### config.mk
export PLATFORM = sky130hd
export DESIGN_NAME = fetch_sequencer
export DESIGN_NICKNAME = d
export VERILOG_FILES = /design/src/rtl/fetch_pkg.sv /design/src/rtl/return_stack.sv /design/src/rtl/fetch_sequencer.sv
export SDC_FILE = /design/constraint.sdc
export NUM_CORES = 1
export LEC_CHECK = 0
export CELL_PAD_IN_SITES_DETAIL_PLACEMENT = 0
export CELL_PAD_IN_SITES_GLOBAL_PLACEMENT = 1
export CORE_MARGIN = 3
export CORE_UTILIZATION = 50
export DETAILED_ROUTE_END_ITERATION = 16
export GPL_ROUTABILITY_DRIVEN = 0
export PLACE_DENSITY_LB_ADDON = 0.1
export SYNTH_ARGS = -nofsm -noshare
export SYNTH_HDL_FRONTEND = slang
export SYNTH_HIERARCHICAL = 1
export SYNTH_SLANG_ARGS = --single-unit
### constraint.sdc
create_clock -name clk -period 7.5 [get_ports clk]
set_input_delay 1.5 -clock clk [delete_from_list [all_inputs] [get_ports clk]]
set_output_delay 1.5 -clock clk [all_outputs]
set_load 0.03 [all_outputs]
### src/rtl/fetch_pkg.sv
// Shared definitions for the fetch sequencer: address width, interrupt vector
// and the sequencer FSM state encoding.
package fetch_pkg;

   localparam int ADDR_W = 13;
   localparam logic [ADDR_W-1:0] IRQ_VECTOR = 13'h0010;

   typedef enum logic {
      RUN,
      FLUSH
   } state_t;

endpackage

### src/rtl/return_stack.sv
// Circular hardware return-address stack: push, pop and replace-top.
// A push when full overwrites the oldest entry and the count saturates.
module return_stack
   import fetch_pkg::*;
#(
   parameter int DEPTH = 8
) (
   input  logic              clk,
   input  logic              reset,
   input  logic              push,
   input  logic              pop,
   input  logic              replace,
   input  logic [ADDR_W-1:0] push_data,
   output logic [ADDR_W-1:0] top,
   output logic              empty,
   output logic              full
);

   localparam int PTR_W = $clog2(DEPTH);
   localparam int CNT_W = PTR_W + 1;

   logic [ADDR_W-1:0] mem [DEPTH];
   logic [PTR_W-1:0]  ptr;
   logic [PTR_W-1:0]  top_idx;
   logic [CNT_W-1:0]  count;

   // ptr is the next free slot; with a full stack it also names the oldest entry
   assign top_idx = ptr - PTR_W'(1);
   assign top     = mem[top_idx];
   assign empty   = (count == '0);
   assign full    = (count == CNT_W'(DEPTH));

   // NOTE: the storage array has no reset; only ptr/count define validity, and
   // leaving it unreset lets it map onto plain flops or distributed RAM.
   always_ff @(posedge clk) begin
      if (push) begin
         mem[ptr] <= push_data;
      end else if (replace) begin
         mem[top_idx] <= push_data;
      end
   end

   always_ff @(posedge clk or negedge reset) begin
      if (!reset) begin
         ptr   <= '0;
         count <= '0;
      end else if (push) begin
         ptr <= ptr + PTR_W'(1);
         if (!full) begin
            count <= count + CNT_W'(1);
         end
      end else if (pop && !empty) begin
         ptr   <= ptr - PTR_W'(1);
         count <= count - CNT_W'(1);
      end
   end

endmodule

### src/rtl/fetch_sequencer.sv
// PC load control: arbitrates sequential fetch, stall hold, EX redirects and
// interrupt entry/exit, and flushes IF/ID for FLUSH_CYCLES after any redirect.
module fetch_sequencer
   import fetch_pkg::*;
#(
   parameter int RAS_DEPTH    = 8,
   parameter int FLUSH_CYCLES = 2
) (
   input  logic              clk,
   input  logic              reset,
   input  logic [ADDR_W-1:0] pc_addr,
   input  logic              stall,
   input  logic              br_taken,
   input  logic [ADDR_W-1:0] br_target,
   input  logic              call,
   input  logic [ADDR_W-1:0] link_addr,
   input  logic              ret,
   input  logic [ADDR_W-1:0] resume_addr,
   input  logic              irq_req,
   input  logic              reti,
   output logic              pc_load_en,
   output logic [ADDR_W-1:0] pc_load_addr,
   output logic              flush,
   output logic              irq_ack,
   output logic              in_isr,
   output logic              ras_overflow,
   output logic              ras_underflow
);

   localparam int FCNT_W = 2;

   state_t            state, state_next;
   logic [FCNT_W-1:0] flush_cnt, flush_cnt_next;
   logic [ADDR_W-1:0] epc;
   logic              redirect;
   logic              epc_load, isr_set, isr_clr, set_ovf, set_unf;
   logic              ras_push, ras_pop, ras_replace, ras_empty, ras_full;
   logic [ADDR_W-1:0] ras_top;

   return_stack #(
      .DEPTH (RAS_DEPTH)
   ) u_ras (
      .clk       (clk),
      .reset     (reset),
      .push      (ras_push),
      .pop       (ras_pop),
      .replace   (ras_replace),
      .push_data (link_addr),
      .top       (ras_top),
      .empty     (ras_empty),
      .full      (ras_full)
   );

   assign flush = (state == FLUSH);

   // NOTE: every output of this block gets a default first, so no path through
   // the priority chain can leave a signal unassigned and infer a latch.
   always_comb begin
      state_next     = state;
      flush_cnt_next = flush_cnt;
      pc_load_en     = 1'b0;
      pc_load_addr   = '0;
      irq_ack        = 1'b0;
      redirect       = 1'b0;
      epc_load       = 1'b0;
      isr_set        = 1'b0;
      isr_clr        = 1'b0;
      set_ovf        = 1'b0;
      set_unf        = 1'b0;
      ras_push       = 1'b0;
      ras_pop        = 1'b0;
      ras_replace    = 1'b0;

      if (state == RUN) begin
         if (reti && in_isr) begin
            redirect     = 1'b1;
            pc_load_addr = epc;
            isr_clr      = 1'b1;
         end else if (ret) begin
            redirect = 1'b1;
            // ret+call swaps the top entry; on an empty stack it degrades to a push
            if (ras_empty) begin
               set_unf  = 1'b1;
               ras_push = br_taken && call;
            end else if (br_taken && call) begin
               pc_load_addr = ras_top;
               ras_replace  = 1'b1;
            end else begin
               pc_load_addr = ras_top;
               ras_pop      = 1'b1;
            end
         end else if (br_taken) begin
            redirect     = 1'b1;
            pc_load_addr = br_target;
            ras_push     = call;
            set_ovf      = call && ras_full;
         end else if (irq_req && !in_isr && !stall) begin
            redirect     = 1'b1;
            pc_load_addr = IRQ_VECTOR;
            epc_load     = 1'b1;
            isr_set      = 1'b1;
            irq_ack      = 1'b1;
         end
      end else begin
         if (flush_cnt == '0) begin
            state_next = RUN;
         end else begin
            flush_cnt_next = flush_cnt - FCNT_W'(1);
         end
      end

      if (redirect) begin
         pc_load_en     = 1'b1;
         state_next     = FLUSH;
         flush_cnt_next = FCNT_W'(FLUSH_CYCLES - 1);
      end else if (stall) begin
         pc_load_en   = 1'b1;
         pc_load_addr = pc_addr;
      end
   end

   always_ff @(posedge clk or negedge reset) begin
      if (!reset) begin
         state         <= RUN;
         flush_cnt     <= '0;
         epc           <= '0;
         in_isr        <= 1'b0;
         ras_overflow  <= 1'b0;
         ras_underflow <= 1'b0;
      end else begin
         state     <= state_next;
         flush_cnt <= flush_cnt_next;
         if (epc_load) begin
            epc <= resume_addr;
         end
         if (isr_set) begin
            in_isr <= 1'b1;
         end else if (isr_clr) begin
            in_isr <= 1'b0;
         end
         if (set_ovf) begin
            ras_overflow <= 1'b1;
         end
         if (set_unf) begin
            ras_underflow <= 1'b1;
         end
      end
   end

endmodule

==> flow_summary.json <==
{
  "grt_pass1_vias": 3347,
  "num_vias": 3337,
  "crit_arrival_ns": 4.27,
  "r2r-end": "u_ras/mem[3][0]",
  "grt_pass1_wl_um": 18600,
  "hold_path_startpoint": "ras_underflow",
  "cts_setup_buffers": 0,
  "drv_slew": 0,
  "syn-instance-count": 341,
  "synth_seq_area_share": 0.644,
  "synth-main-ff-cell": "edfxtp_1",
  "finalSetupViolCount": 0,
  "detail-route-antenna-nets": 0,
  "ir_worst_vdd_uv": 246,
  "ff_latch_area_mm2": 0.00377,
  "hold_buffers": 0,
  "worstHoldPathType": "reg -> reg",
  "clk_pin_slew_ns": 0.05,
  "die_x_um": 114,
  "critPathMaxFanout": 34,
  "avgViaCountPerCell": 5.73,
  "ff2ff_path_depth": 6,
  "final_common_cell": "edfxtp_1",
  "antenna_found_initial": 0,
  "cts_tree": "yes",
  "multi_input_area_mm2": 0.00187,
  "power_density_mw_per_mm2": 387,
  "cp-end-kind": "primary output",
  "initial_utilization": 0.527,
  "hold_violations": 0,
  "fmax_mhz": 173,
  "crit_type": "reg -> out",
  "fin_crit_sh": 0.769,
  "layout_common_cells": "edfxtp_1 (104), clkdlybuf4s50_1 (78), dfrtp_1 (26)",
  "start_kind": "flip-flop",
  "num-nets-final": 495,
  "relSlewSlack": 0.363,
  "post-route-util": 0.662,
  "cts-root-to-sink-buffers": 2,
  "synth_edf_count": 104,
  "synth_top_cell_by_area": "edfxtp_1",
  "post_drt_wl_per_cell_um": 20.5,
  "tightest_slew_ns": 0.953,
  "fin_tns_setup_ns": 0,
  "fillCellCount": 797,
  "ios": 79,
  "netlist_area_mm2": 0.00586,
  "floorplan.rows": 38,
  "fin_ws_ns": 1.73,
  "p_total_uw": 2850,
  "dieArea_mm2": 0.0131,
  "cts_htree_levels": 4,
  "antenna_cells": 0,
  "synthTopCellsByArea": "edfxtp_1 (53%), dfrtp_1 (11%), mux4_1 (5.8%), mux4_2 (5.4%), mux2_4 (3.3%)",
  "finClkSkew_ns": 0.0163,
  "clkLatencyLatePin_ns": 0.42,
  "hold_depth": 1,
  "grt_use_total": 0.195,
  "die_h_um": 114,
  "synthesis.nets": 407,
  "ys_warn_count": 6,
  "period_needed_ns": 5.77,
  "drc": 0,
  "rsz0062_at_grt": "no",
  "grt_overflow": 0,
  "leakage_uw": 0.00271,
  "preCtsSetupSlack_ns": 1.84,
  "drive_above_1_share": 0.208,
  "core_mm2": 0.0111,
  "dr.pass1.iters": 5,
  "synthArstFlopShare": 0.200,
  "synthDominantCellAreaShare": 0.533,
  "cp.required_ns": 6.00,
  "port_buffers": 78,
  "drtIter0Drc": 373,
  "synth_seq_cells": 130,
  "cts_inserted_buffers": 17,
  "grt_max_degree": 35,
  "area_delta_synth_final_pct": 25.6,
  "cts.sinks": 130,
  "status": "finished, final reports clean",
  "dp_hpwl_um": 7820,
  "cap_violations": 0,
  "r2r-start": "u_ras/count[0]",
  "syn_avg_cell_area_um2": 17.2,
  "cp-startpoint": "u_ras/ptr[0]",
  "min_to": "ras_underflow",
  "cts_resized": 0,
  "totalWireLength_um": 11900,
  "synth.distinct_cells": 53,
  "clockRootBuffer": "clkbuf_16",
  "rrSetupSlack_ns": 3.51
}
==> state kept, by name, summed over array words and instances (netlist names) <==
name and cells:
in_isr 1, u_ras/mem 104, epc 13, u_ras/ptr 3, flush 1, flush_cnt 2
ras_underflow 1, u_ras/count 4, ras_overflow 1
==> synth_stat cells, types with 2 or more instances <==
master,number
o32ai_1,12
mux2_4,13
inv_1,22
clkbuf_1,12
o32a_1,2
dfrtp_1,26
mux4_2,14
buf_6,5
nand3_1,2
nor2_1,23
xnor2_1,2
nor2b_1,3
and3b_1,2
xor2_1,3
edfxtp_1,104
ha_1,5
a21oi_1,2
o22ai_1,2
o21ai_0,3
nand2b_1,7
a31o_2,2
mux2_2,14
nand2_1,8
mux4_1,13
a221oi_1,12
==> worst max-delay path by stage <==
stage,cells past startpoint,slack [ns],to
2_1_floorplan,5,3.00,pc_load_addr[10]
3_3_place_gp,5,1.93,pc_load_addr[0]
3_5_place_dp,5,1.84,pc_load_addr[2]
4_1_cts,9,1.67,pc_load_addr[1]
5_1_grt,9,1.46,pc_load_addr[1]
6_report,9,1.73,pc_load_addr[1]
==> worst max-delay path, cell delays in order (launching register included) <==
cell	delay (ns)
dfrtp_1	0.32
buf_4	0.46
inv_1	0.20
ha_1	0.76
buf_4	0.37
mux4_1	0.34
mux2_2	0.29
a221oi_1	0.33
o32ai_1	0.14
clkdlybuf4s50_1	0.62
==> area by class of cell <==
type	instances	share of cell area
clock inverters	15	0.0241
well taps	140	0.0238
flip-flops and latches	130	0.512
repair buffers	88	0.116
multi-input cells	170	0.254
clock buffers	17	0.0578
inverters	22	0.0112
==> metal layers <==
layer | share of wire | global-route usage
met1 | 0.44 | 0.273
met2 | 0.47 | 0.296
met3 | 0.083 | 0.0534
met4 | 0.0069 | 0.0705
met5 | 0 | 0
==> stage by stage <==
stage / area (um2) / instances / hold WS, ns
after floorplan: 5860 / 341 / 0.480
after global placement: 6760 / 550 / 0.463
after detailed placement: 6760 / 550 / 0.455
after CTS: 7360 / 582 / 0.468
after global routing: 7360 / 582 / 0.484
final: 7360 / 582 / 0.464
==> cell families (layout without fill, tap and decap cells) <==
kind of cell,after synthesis,count (layout),synth area share
simple gates,55,55,0.0489
flops,130,130,0.644
buf+inv,41,142,0.0374
compound gates,47,47,0.0677
fa+ha+maj,6,6,0.0141
xor+xnor,6,6,0.0122
mux,56,56,0.176
==> report_power, final <==
group	switching [uW]	internal [uW]	total (uW)	leakage, uW
logic	531	542	1070	0.00116
clock network	307	525	832	0.000288
registers	75.7	873	949	0.00126
total	914	1940	2850	0.00271
Note: power is estimated with default switching activity, not from simulation.
